[config.mk]
export PLATFORM = sky130hd
export DESIGN_NAME = snes_controller_reader_flat
export DESIGN_NICKNAME = d
export VERILOG_FILES = /design/src/rtl/snes_controller_reader_pkg.sv /design/src/rtl/snes_controller_reader_if.sv /design/src/rtl/snes_controller_reader_sync_2ff.sv /design/src/rtl/snes_controller_reader.sv /design/src/flat_wrapper.sv
export SDC_FILE = /design/constraint.sdc
export NUM_CORES = 1
export LEC_CHECK = 0
export CELL_PAD_IN_SITES_DETAIL_PLACEMENT = 2
export CELL_PAD_IN_SITES_GLOBAL_PLACEMENT = 2
export CORE_MARGIN = 10
export CORE_UTILIZATION = 36
export CTS_CLUSTER_DIAMETER = 60
export DETAILED_ROUTE_END_ITERATION = 10
export GPL_TIMING_DRIVEN = 0
export PLACE_DENSITY = 0.74
export SLEW_MARGIN = 20
export SYNTH_ARGS = -nofsm -noshare
export SYNTH_HDL_FRONTEND = slang
export SYNTH_SLANG_ARGS = --single-unit
[constraint.sdc]
create_clock -name clk -period 2.3 [get_ports clk]
set_input_delay 0.46 -clock clk [delete_from_list [all_inputs] [get_ports clk]]
set_output_delay 0.46 -clock clk [all_outputs]
set_load 0.005 [all_outputs]
[src/rtl/snes_controller_reader_pkg.sv]
// Shared types and constants for the SNES controller reader: FSM states,
// button bit positions and frame geometry.
package snes_pkg;

    typedef enum logic [2:0] {
        IDLE,
        LATCH,
        CLK_LOW,
        CLK_HIGH,
        DONE
    } snes_state_e;

    localparam int BTN_B      = 0;
    localparam int BTN_Y      = 1;
    localparam int BTN_SELECT = 2;
    localparam int BTN_START  = 3;
    localparam int BTN_UP     = 4;
    localparam int BTN_DOWN   = 5;
    localparam int BTN_LEFT   = 6;
    localparam int BTN_RIGHT  = 7;
    localparam int BTN_A      = 8;
    localparam int BTN_X      = 9;
    localparam int BTN_L      = 10;
    localparam int BTN_R      = 11;

    // Latch (2 halves) plus 16 clock pulses (2 halves each)
    localparam int FRAME_HALVES = 34;
    localparam int NUM_BITS     = 16;

endpackage

[src/rtl/snes_controller_reader_if.sv]
// Pin-level bundle between the controller reader and the SNES pad:
// the reader is the master, the pad (or its model) the slave.
interface snes_controller_reader_if;

    logic        serial_data;
    logic        snes_clk;
    logic        data_latch;
    logic [15:0] buttons;
    logic        buttons_valid;

    modport master (
        input  serial_data,
        output snes_clk,
        output data_latch,
        output buttons,
        output buttons_valid
    );

    modport slave (
        output serial_data,
        input  snes_clk,
        input  data_latch,
        input  buttons,
        input  buttons_valid
    );

endinterface

[src/rtl/snes_controller_reader_sync_2ff.sv]
// Generic two-flop synchronizer for a single asynchronous input bit,
// with a selectable reset level so idle-high lines reset to their idle value.
module sync_2ff #(
    parameter logic RESET_VAL = 1'b0
) (
    input  logic clk,
    input  logic reset,
    input  logic async_in,
    output logic sync_out
);

    logic meta;

    always_ff @(posedge clk) begin
        if (reset) begin
            meta     <= RESET_VAL;
            sync_out <= RESET_VAL;
        end else begin
            meta     <= async_in;
            sync_out <= meta;
        end
    end

endmodule

[src/rtl/snes_controller_reader.sv]
// Polls an SNES controller, shifts in its 16-bit active-low word and presents
// active-high buttons with a one-cycle strobe. Optional: SNES_DEBOUNCE_EN.
module snes_controller_reader
    import snes_pkg::*;
#(
    parameter int HALF_CYCLES = 300,
    parameter int POLL_CYCLES = 833333
) (
    input  logic                      clk,
    input  logic                      reset,
    snes_controller_reader_if.master  ctrl
);

    localparam int TIMER_W = $clog2(2 * HALF_CYCLES);
    localparam int POLL_W  = $clog2(POLL_CYCLES);

    localparam logic [TIMER_W-1:0] LATCH_LAST = TIMER_W'(2 * HALF_CYCLES - 1);
    localparam logic [TIMER_W-1:0] HALF_LAST  = TIMER_W'(HALF_CYCLES - 1);
    localparam logic [POLL_W-1:0]  POLL_LAST  = POLL_W'(POLL_CYCLES - 1);
    localparam logic [3:0]         LAST_BIT   = 4'(NUM_BITS - 1);

    snes_state_e         state;
    logic [TIMER_W-1:0]  timer;
    logic [POLL_W-1:0]   poll_cnt;
    logic [3:0]          bit_cnt;
    logic [15:0]         shift;
    logic                data_sync;
    logic                snes_clk_q;
    logic                latch_q;
    logic [15:0]         buttons_q;
    logic                valid_q;
`ifdef SNES_DEBOUNCE_EN
    logic [15:0]         prev_raw;
`endif

    sync_2ff #(
        .RESET_VAL (1'b1)
    ) u_sync (
        .clk      (clk),
        .reset    (reset),
        .async_in (ctrl.serial_data),
        .sync_out (data_sync)
    );

    always_ff @(posedge clk) begin
        if (reset) begin
            poll_cnt <= '0;
        end else if (poll_cnt == POLL_LAST) begin
            poll_cnt <= '0;
        end else begin
            poll_cnt <= poll_cnt + POLL_W'(1);
        end
    end

    // Each bit is captured on the edge that drops snes_clk; the pad changes its
    // output on the rising edge, so the data has had a full half-period to settle.
    always_ff @(posedge clk) begin
        if (reset) begin
            state      <= IDLE;
            timer      <= '0;
            bit_cnt    <= '0;
            shift      <= 16'hFFFF;
            snes_clk_q <= 1'b1;
            latch_q    <= 1'b0;
            buttons_q  <= 16'h0000;
            valid_q    <= 1'b0;
`ifdef SNES_DEBOUNCE_EN
            prev_raw   <= 16'hFFFF;
`endif
        end else begin
            valid_q <= 1'b0;
            case (state)
                IDLE: begin
                    if (poll_cnt == '0) begin
                        state   <= LATCH;
                        latch_q <= 1'b1;
                        timer   <= '0;
                    end
                end
                LATCH: begin
                    if (timer == LATCH_LAST) begin
                        state      <= CLK_LOW;
                        latch_q    <= 1'b0;
                        snes_clk_q <= 1'b0;
                        timer      <= '0;
                        bit_cnt    <= '0;
                        shift[0]   <= data_sync;
                    end else begin
                        timer <= timer + TIMER_W'(1);
                    end
                end
                CLK_LOW: begin
                    if (timer == HALF_LAST) begin
                        state      <= CLK_HIGH;
                        snes_clk_q <= 1'b1;
                        timer      <= '0;
                    end else begin
                        timer <= timer + TIMER_W'(1);
                    end
                end
                CLK_HIGH: begin
                    if (timer == HALF_LAST) begin
                        timer <= '0;
                        if (bit_cnt != LAST_BIT) begin
                            state                  <= CLK_LOW;
                            snes_clk_q             <= 1'b0;
                            bit_cnt                <= bit_cnt + 4'd1;
                            shift[bit_cnt + 4'd1]  <= data_sync;
                        end else begin
                            state <= DONE;
`ifdef SNES_DEBOUNCE_EN
                            // Publish only a word seen twice in a row that actually changes the outputs
                            prev_raw <= shift;
                            if ((shift == prev_raw) && (~shift != buttons_q)) begin
                                buttons_q <= ~shift;
                                valid_q   <= 1'b1;
                            end
`else
                            buttons_q <= ~shift;
                            valid_q   <= 1'b1;
`endif
                        end
                    end else begin
                        timer <= timer + TIMER_W'(1);
                    end
                end
                DONE: begin
                    state <= IDLE;
                end
                default: begin
                    state <= IDLE;
                end
            endcase
        end
    end

    assign ctrl.snes_clk      = snes_clk_q;
    assign ctrl.data_latch    = latch_q;
    assign ctrl.buttons       = buttons_q;
    assign ctrl.buttons_valid = valid_q;

endmodule

[src/flat_wrapper.sv]
// flat-port wrapper written by rule: the top's interface ports become plain ports
module snes_controller_reader_flat import snes_pkg::*;
#(
    parameter int HALF_CYCLES = 300,
    parameter int POLL_CYCLES = 833333
)
  (clk, reset, ctrl_serial_data, ctrl_snes_clk, ctrl_data_latch, ctrl_buttons, ctrl_buttons_valid);
  snes_controller_reader_if ctrl_i ();
  input  logic clk;
  input  logic reset;
  input wire logic [$bits(ctrl_i.serial_data)-1:0] ctrl_serial_data;
  output wire logic [$bits(ctrl_i.snes_clk)-1:0] ctrl_snes_clk;
  output wire logic [$bits(ctrl_i.data_latch)-1:0] ctrl_data_latch;
  output wire logic [$bits(ctrl_i.buttons)-1:0] ctrl_buttons;
  output wire logic [$bits(ctrl_i.buttons_valid)-1:0] ctrl_buttons_valid;
  assign ctrl_i.serial_data = ctrl_serial_data;
  assign ctrl_snes_clk = ctrl_i.snes_clk;
  assign ctrl_data_latch = ctrl_i.data_latch;
  assign ctrl_buttons = ctrl_i.buttons;
  assign ctrl_buttons_valid = ctrl_i.buttons_valid;
  snes_controller_reader #(.HALF_CYCLES(HALF_CYCLES), .POLL_CYCLES(POLL_CYCLES)) u_core (.clk(clk), .reset(reset), .ctrl(ctrl_i));
endmodule
# After elaboration in Yosys (flattened, before gate mapping)
# Index checks and enable logic that the tools add are counted.
word_totals:
  elab_cells: 79
  reg_bits: 74
  input_bits: 3
op_classes:
  mux: 29
  eq_ne: 12
  n_bitwise: 4
  n_reduce_logical: 17
  addsub: 3
  order_cmp: 2
op_table:
  columns: ["cell", "count"]
  rows:
  - ["$mux W10", 3]
  - ["$pmux W10 S3", 1]
  - ["$add A20 B1 Y20 const B", 1]
  - ["$eq A20 B20 Y1 const B", 1]
  - ["$logic_not A20 Y1", 1]
  - ["$bwmux W16", 1]
  - ["$not A16 Y16", 1]
  - ["$mux W3", 5]
  - ["$mux W4", 3]
  - ["$pmux W3 S4", 1]
  - ["$add A10 B1 Y10 const B", 1]
  - ["$eq A10 B10 Y1 const B", 1]
  - ["$eq A10 B9 Y1 const B", 1]
  - ["$mux W1", 10]
  - ["$ne A2 B1 Y1 const B", 5]
  - ["$reduce_and A3 Y1", 3]
  - ["$pmux W4 S2", 1]
  - ["$reduce_and A4 Y1", 2]
  - ["$eq A3 B2 Y1 const B", 2]
  - ["$reduce_bool A3 Y1", 2]
  - ["$lt A4 B5 Y1 const B", 1]
  - ["$reduce_and A5 Y1", 1]
  - ["$add A4 B1 Y4 const B", 1]
  - ["$demux W1 S4", 1]
  - ["other kinds (12)", 17]

# Logic depth before layout (Yosys ltp)
# Gate-level depths: netlist (run 1).
depth:
  ltp_word: 9
  depth_mapped: 7
  mapped_depth_nobuf: 7

# By module
# Synthesis (run 1) repeated with hierarchy kept, for this count alone.
unflattened:
  hier_cells: 383
  area_unflattened_um2: 3384.5
by_module_without_submodules:
  columns: ["mod", "n_inst", "cells_each", "area_each_um2"]
  rows:
  - ["snes_controller_reader", 1, 379, 3331.9]
  - ["sync_2ff", 1, 4, 52.6]

# Worst setup path after synthesis (run 1)
# Ideal clock, no wire load.
synth_timing:
  kind: "register to register"
  startpoint: "reg u_core.timer[0]"
  endpoint: "reg u_core.snes_clk_q (netlist: u_core.ctrl.snes_clk)"
  n_path_buf: 0
  synth_period_minus_slack_ns: 2.021
  stages_incl_launch_ff: 7
  slack_ns: 0.279
  arrival_ns: 1.907
  setup_time_ns: 0.114
  required_ns: 2.186
  path_cell_list: "dfxtp_1 > ha_1 > nand3_2 > or4_4 > a32o_2 > or2_1 > a21o_1"
synth_between:
  elab_chain_len: 3
  word_cells_on_any_way: 6
  classes_between: "eq/ne (5); reduce/logical (1)"
synth_lines:
  columns: ["item", "line", "text"]
  rows:
  - ["start, declared", "snes_controller_reader.sv:23", "logic [TIMER_W-1:0] timer;"]
  - ["start signal, assigned", "snes_controller_reader.sv:89", "timer <= timer + TIMER_W'(1);"]
  - ["start signal, assigned", "snes_controller_reader.sv:98", "timer <= timer + TIMER_W'(1);"]
  - ["start signal, assigned", "snes_controller_reader.sv:124", "timer <= timer + TIMER_W'(1);"]
  - ["$eq A10 B9 Y1 or $eq A10 B10 Y1 (tied branches)", "snes_controller_reader.sv:93, snes_controller_reader.sv:102, snes_controller_reader.sv:81", null]
  - ["$ne A2 B1 Y1 (no line)", null, null]
  - ["$reduce_and A5 Y1 (no line) *", null, null]
  - ["end signal, assigned", "snes_controller_reader.sv:84", "snes_clk_q <= 1'b0;"]
  - ["end signal, assigned", "snes_controller_reader.sv:95", "snes_clk_q <= 1'b1;"]
  - ["end signal, assigned", "snes_controller_reader.sv:106", "snes_clk_q <= 1'b0;"]
  - ["end, declared", "snes_controller_reader.sv:28", "logic snes_clk_q;"]
# Mark *: on every way between the ends. The rest lies on a longest branch, timed or not.
# A chain may end at the register's enable or synchronous reset.

# Final worst setup path (run 1)
# Ends and elaborated chain as after synthesis.

==> results.sh, run 1 <==
export IMPL_run_status="completed"
export IMPL_postSynthAreaPerCell_um2=8.81
export IMPL_p_leak_nw=1.32
export IMPL_dp_hpwl_mm=6.53
export IMPL_insertedDiodeCount=0
export IMPL_final_cell_area_um2=3820
export IMPL_synth_distinct_cells=47
export IMPL_most_common_layout_cells="dfxtp_1, nor2_1, nand2_1"
export IMPL_period_minus_slack_ns=2.21
export IMPL_syn_area_um2=3280
export IMPL_clock_sinks=74
export IMPL_die_w_um=116
export IMPL_drt_first_pass_iters=4
export IMPL_power_density_nw_per_um2=729
export IMPL_postPlaceCellArea_um2=3620
export IMPL_holdBufCountCts=0
export IMPL_cp_end_kind="flop"
export IMPL_start_util_pct=37.3
export IMPL_grt_start_max_net_pins=14
export IMPL_crit_path_start_kind="flop"
export IMPL_finalPower_w=0.00279
export IMPL_clock_path_buffers=2
export IMPL_io_buffers=20
export IMPL_drive_gt1_share_pct=8.60
export IMPL_finalHoldViolCount=0
export IMPL_nFillCells=997
export IMPL_cts_root_buf="clkbuf_8"
export IMPL_skew_ns=0.0113
export IMPL_yosys_warnings=0
export IMPL_drt_wirelength_per_cell_um=17.4
export IMPL_ios=22
export IMPL_path_max_fanout=8
export IMPL_period_share_pct=96.0
export IMPL_setup_viol_count_final=0
export IMPL_synth_edf_count=0
export IMPL_antenna_left=0
export IMPL_core_um2=8810
export IMPL_grt_pass1_vias=2999
export IMPL_drt_iter0_drc=75
export IMPL_netlist_instances=373
export IMPL_cp_required_ns=2.55
export IMPL_viasPerCell=5.52
export IMPL_antenna_found_initial=0
export IMPL_rows=34
export IMPL_clock_latency_ns=0.35
export IMPL_final_common_cell="dfxtp_1"
export IMPL_cts_tree="done"
export IMPL_routed_wl_mm=8.97
export IMPL_ir_worst_vdd_mv=0.336
export IMPL_synth_fp_nets=384
export IMPL_min_path_type="reg -> reg"
export IMPL_worst_slack_ns=0.0916
export IMPL_worstSetupPathType="reg -> reg"
export IMPL_max_cap_violations=0
export IMPL_dp_slack_ns=-0.101
export IMPL_die_h_um=116
export IMPL_grt_pass1_wl_mm=15.2
export IMPL_synthArstFlopShare_pct=0
export IMPL_cts_resized=2
export IMPL_tightest_slew_ns=0.737
export IMPL_cts_buffers=9
export IMPL_fin_nets=413
export IMPL_area_delta_synth_final_pct=16.3
export IMPL_die_area_um2=13300
export IMPL_relSlewSlack_pct=50.4
export IMPL_vias=2844
export IMPL_rsz0062_at_grt="true"
export IMPL_cts_clk_slew_worst_paths_ns=0.08
export IMPL_fmax_mhz=453
export IMPL_finalWeightedCongestion=0.755
export IMPL_ys_seq_area_share_pct=45.1
export IMPL_drc_errors=0
export IMPL_synth_seq_cells=74
export IMPL_gr_total_overflow=0
export IMPL_h_tree_depth=3
export IMPL_postCtsSetupBuffers=0
export IMPL_critPathArrivalTime_ns=2.46
export IMPL_gr_usage_all_layers_pct=14.2
export IMPL_synth_flop_cell="dfxtp_1"
export IMPL_slew_violations=0
## synth_stat cells (2+ instances only)
cell      count  area [µm²]
or3_1         2        12.5
xor2_1        8        70.1
o41ai_1       2        17.5
buf_2         3        15.0
dfxtp_1      74        1480
nand4_1       9        56.3
ha_1          8         100
xnor2_1      16         140
o21ai_0       7        35.0
nand3_1      16        80.1
or2_2         3        18.8
nand2_1      25        93.8
a22o_1        3        26.3
mux2i_1      11         110
clkbuf_1     17        63.8
nor3_1       10        50.1
a31oi_1      13        81.3
nor2_1       60         225
a211oi_1     24         180
o21a_1        2        15.0
and4bb_2      2        25.0
a21oi_1       8        40.0
and3_1        8        50.1
and2_1        3        18.8
nor4_1        7        43.8
inv_1        11        41.3
## state kept, by name (all words and copies together) (netlist names)
| signal | cells |
|---|---|
| u_core.ctrl.buttons_valid | 1 |
| u_core.ctrl.snes_clk | 1 |
| u_core.state | 3 |
| u_core.bit_cnt | 4 |
| u_core.poll_cnt | 20 |
| u_core.timer | 10 |
| u_core.ctrl.buttons | 16 |
| u_core.shift | 16 |
| u_core.u_sync.meta | 1 |
| u_core.ctrl.data_latch | 1 |
| u_core.u_sync.sync_out | 1 |
## metal layers
layer | global-route usage [%] | vias to the layer above | part of all wire (%)
met5 | 0 | - | 0
li1 | - | 1389 | -
met1 | 17.9 | 1421 | 48
met2 | 23.5 | 23 | 48
met4 | 5.57 | 0 | 1.5
met3 | 2.74 | 11 | 2.3
## power by group
part / total (W) / leakage [nW] / internal, W / switching, W
sequential: 0.00139 / 0.599 / 0.00133 / 0.0000574
combinational: 0.000427 / 0.624 / 0.000166 / 0.000261
clock: 0.000968 / 0.0961 / 0.000455 / 0.000513
total: 0.00279 / 1.32 / 0.00195 / 0.000832
## final timing paths
| path | startpoint | to | slack, ns | cells past startpoint |
|---|---|---|---|---|
| max reg2reg | u_core.timer[0]$_SDFFE_PP0P_ | u_core.ctrl.snes_clk$_SDFFE_PP1P_ | 0.09 | 6 |
| max | u_core.timer[0]$_SDFFE_PP0P_ | u_core.ctrl.snes_clk$_SDFFE_PP1P_ | 0.09 | 6 |
| min reg2reg | u_core.u_sync.meta$_SDFF_PP1_ | u_core.u_sync.sync_out$_SDFF_PP1_ | 0.41 | 1 |
| min | u_core.u_sync.meta$_SDFF_PP1_ | u_core.u_sync.sync_out$_SDFF_PP1_ | 0.41 | 1 |
## worst max-delay path: stages, from the launching register on
cell	delay [ns]
dfxtp_1	0.41
ha_2	0.25
nand3_2	0.11
or4_4	0.54
a32o_2	0.36
or2_1	0.26
a21o_1	0.18
## per-stage QoR
| step | hold slack (ns) | util, % | TNS (ns) | instances |
|---|---|---|---|---|
| after floorplan | 0.389 | - | 0 | 373 |
| after global placement | 0.392 | 41.1 | -0.550 | 501 |
| after detailed placement | 0.398 | 41.1 | -0.938 | 501 |
| after CTS | 0.417 | 43.3 | 0 | 517 |
| after global routing | 0.449 | 43.4 | -2.61 | 515 |
| final | 0.414 | 43.4 | 0 | 515 |
## area by class of cell
cell class	count	area, µm²	area share [%]
flip-flops and latches	74	1480	38.8
clock buffers	11	151	3.96
inverters	11	41.3	1.08
multi-input cells	268	1700	44.5
repair buffers	20	200	5.24
clock inverters	5	35.0	0.917
well taps	108	135	3.54
plain buffers	18	73.8	1.93
## logic make-up (layout without fill, tap and decap cells)
kind of cell	Yosys count	count (layout)	share of synthesized area, %
flops	74	74	45.1
buf+inv	31	65	3.66
compound gates	66	66	14.1
fa+ha+maj	8	8	3.05
xor+xnor	24	24	6.40
mux	12	12	3.70
simple gates	158	158	24.0
No activity file was read; power rests on OpenSTA's default activity.
==> run 2, diff against run 1 <==
--- a/config.mk
+++ b/config.mk
@@ -8,11 +8,11 @@
 export CELL_PAD_IN_SITES_DETAIL_PLACEMENT = 2
 export CELL_PAD_IN_SITES_GLOBAL_PLACEMENT = 2
 export CORE_MARGIN = 10
-export CORE_UTILIZATION = 36
+export CORE_UTILIZATION = 39
 export CTS_CLUSTER_DIAMETER = 60
 export DETAILED_ROUTE_END_ITERATION = 10
 export GPL_TIMING_DRIVEN = 0
-export PLACE_DENSITY = 0.74
+export PLACE_DENSITY = 0.8
 export SLEW_MARGIN = 20
 export SYNTH_ARGS = -nofsm -noshare
 export SYNTH_HDL_FRONTEND = slang
==> constraint.sdc (replaced) <==
create_clock -name clk -period 2.62 [get_ports clk]
set_input_delay 0.524 -clock clk [delete_from_list [all_inputs] [get_ports clk]]
set_output_delay 0.524 -clock clk [all_outputs]
set_load 0.005 [all_outputs]
==> run 2 against run 1 <==
Effect of this change:
- sequential cell count unchanged
- non-clock buffer count increased by 2
- global-route usage increased by 0.73 points
- clock skew about the same
- die area decreased by 6.4%
- hold slack improved by 0.020 ns
- critical path depth unchanged
- count of clock-buffer cells in the layout decreased by 2
- wire length increased by 2.7%
- register-to-register slack improved by 0.17 ns
==> results.sh, run 2 (synthesis gave the netlist of run 1 again) <==
export IMPL_skew_ns=0.0111
export IMPL_cp_end_kind="flop"
export IMPL_cts_root_buf="clkbuf_8"
export IMPL_dp_hpwl_mm=6.94
export IMPL_min_path_type="reg -> reg"
export IMPL_power_switching_w=0.000721
export IMPL_multiInputGateArea_um2=1690
export IMPL_drt_wirelength_per_cell_um=18.0
export IMPL_final_common_cell="dfxtp_1"
export IMPL_ios=22
export IMPL_drt_first_pass_iters=4
export IMPL_antenna_found_initial=0
export IMPL_viasPerCell=5.61
export IMPL_grt_start_max_net_pins=13
export IMPL_cts_tree="done"
export IMPL_finalWeightedCongestion=0.767
export IMPL_fmax_mhz=424
export IMPL_io_buffers=20
export IMPL_crit_path_start_kind="flop"
export IMPL_core_um2=8220
export IMPL_tightest_slew_ns=0.766
export IMPL_fin_nets=415
export IMPL_p_leak_nw=1.30
export IMPL_routed_wl_mm=9.21
export IMPL_clock_power_share_pct=35.3
export IMPL_die_w_um=112
export IMPL_r2r_start="u_core.timer[0]$_SDFFE_PP0P_"
export IMPL_rrSetupSlack_ns=0.26
export IMPL_area_delta_synth_final_pct=15.7
export IMPL_drive_gt1_share_pct=7.37
export IMPL_seq_power_share_pct=49.5
export IMPL_cpPeakStageDelay_ns=0.48
export IMPL_max_cap_violations=0
export IMPL_ir_worst_vdd_mv=0.256
export IMPL_critPathArrivalTime_ns=2.56
export IMPL_p_int_w=0.00175
export IMPL_top_register="u_core.poll_cnt"
export IMPL_period_share_pct=90.0
export IMPL_reg2regPathDepth=6
export IMPL_finalHoldViolCount=0
export IMPL_slew_violations=0
export IMPL_insertedDiodeCount=0
export IMPL_relSlewSlack_pct=48.4
export IMPL_clock_latency_ns=0.35
export IMPL_crit_path_cell_trace="ha_1 -> and4bb_2 -> nand4_2 -> nor2_2 -> clkbuf_1 -> a211oi_1"
export IMPL_rsz0062_at_grt="false"
export IMPL_nFillCells=933
export IMPL_gr_usage_all_layers_pct=15.0
export IMPL_largest_reg_flops=20
export IMPL_start_util_pct=40.0
export IMPL_final_cell_count_no_fill=512
export IMPL_postCtsSetupBuffers=0
export IMPL_fin_tns_setup_ns=0
export IMPL_rows=33
export IMPL_clock_path_buffers=2
export IMPL_cp_required_ns=2.83
export IMPL_seq_area_um2=1480
export IMPL_cts_clk_slew_worst_paths_ns=0.08
export IMPL_period_minus_slack_ns=2.36
export IMPL_drc_errors=0
export IMPL_endpoint="u_core.ctrl.buttons[15]$_SDFFE_PP0P_"
export IMPL_run_status="completed"
export IMPL_crit_slowest_cell="clkbuf_1"
export IMPL_antenna_left=0
export IMPL_gr_total_overflow=0
export IMPL_drt_iter0_drc=60
export IMPL_power_density_nw_per_um2=649
export IMPL_grt_pass1_wl_mm=15.7
export IMPL_pwr_share_comb_pct=15.2
export IMPL_worstReg2RegEnd="u_core.ctrl.buttons[15]$_SDFFE_PP0P_"
export IMPL_setup_viol_count_final=0
export IMPL_vias=2873
export IMPL_dp_cells=498
export IMPL_die_area_um2=12500
export IMPL_grt_pass1_vias=3054
export IMPL_cts_buffers=9
export IMPL_startpoint="u_core.timer[0]$_SDFFE_PP0P_"
export IMPL_die_h_um=112
export IMPL_h_tree_depth=3
export IMPL_clock_sinks=74
export IMPL_worstSetupPathType="reg -> reg"
export IMPL_most_common_layout_cells="dfxtp_1, nor2_1, nand2_1"
export IMPL_path_max_fanout=10
export IMPL_switching_share_pct=29.2
==> run 2: changes by cell type in the layout (fill, tap and decap cells not counted), sizes merged <==
cell,change
buf,-2
clkbuf,+2
bufinv,+1
inv,-1
==> run 2: layout make-up <==
cell class | count | area share [%]
clock buffer | 9 | 3.26
tap | 105 | 3.46
buffer | 20 | 2.11
inverter | 11 | 1.09
sequential | 74 | 39.0
clock inverter | 5 | 1.48
multi-input combinational | 268 | 44.4
timing repair buffer | 20 | 5.27
==> run 2: metal layers <==
metal / wire [µm] / vias up / GRT usage, % / part of all wire (%)
li1: - / 1391 / - / -
met1: 4190 / 1441 / 18.2 / 45
met2: 4650 / 29 / 25.5 / 50
met3: 223 / 12 / 2.79 / 2.4
met4: 147 / 0 / 5.48 / 1.6
met5: 0 / - / 0 / 0
==> run 2: what timing repair did <==
action                     CTS  global route
setup endpoints to repair    0            11
hold buffers                 0             0
gates resized for setup      0             3
==> run 2: metrics by stage <==
step	instance area (µm²)	hold slack (ns)	utilization, %	total power, W	setup WS [ns]
after floorplan	3280	0.389	-	0.00149	0.599
after global placement	3620	0.394	44.0	0.00161	0.308
after detailed placement	3620	0.429	44.0	0.00163	0.192
after CTS	3800	0.445	46.2	0.00249	0.180
after global routing	3800	0.461	46.2	0.00260	0.0490
final	3800	0.434	46.2	0.00247	0.263
==> run 2: worst max-delay path, delay by kind of cell, from the launching register on <==
family,cells,cell delay [ns]
simple gates,3,0.89
buf+inv,1,0.48
flops,1,0.40
fa+ha+maj,1,0.28
compound gates,1,0.17
==> run 2: worst min path at each step <==
| stage | from | to | slack [ns] | cells past startpoint |
|---|---|---|---|---|
| after CTS | u_core.shift[5]$_SDFFE_PP1P_ | u_core.ctrl.buttons[5]$_SDFFE_PP0P_ | 0.44 | 1 |
| final | u_core.shift[14]$_SDFFE_PP1P_ | u_core.ctrl.buttons[14]$_SDFFE_PP0P_ | 0.43 | 1 |
| after floorplan | u_core.u_sync.meta$_SDFF_PP1_ | u_core.u_sync.sync_out$_SDFF_PP1_ | 0.39 | 1 |
| after global routing | u_core.u_sync.meta$_SDFF_PP1_ | u_core.u_sync.sync_out$_SDFF_PP1_ | 0.46 | 1 |
| after detailed placement | u_core.shift[5]$_SDFFE_PP1P_ | u_core.ctrl.buttons[5]$_SDFFE_PP0P_ | 0.43 | 1 |
| after global placement | u_core.u_sync.meta$_SDFF_PP1_ | u_core.u_sync.sync_out$_SDFF_PP1_ | 0.39 | 1 |
==> run 2: power by group through the flow <==
stage               clock network [W]  registers (W)  logic (W)
floorplan                           0        0.00123   0.000259
global placement                    0        0.00124   0.000361
detailed placement                  0        0.00125   0.000379
CTS                          0.000891        0.00122   0.000382
global route                 0.000940        0.00123   0.000428
finish                       0.000870        0.00122   0.000376
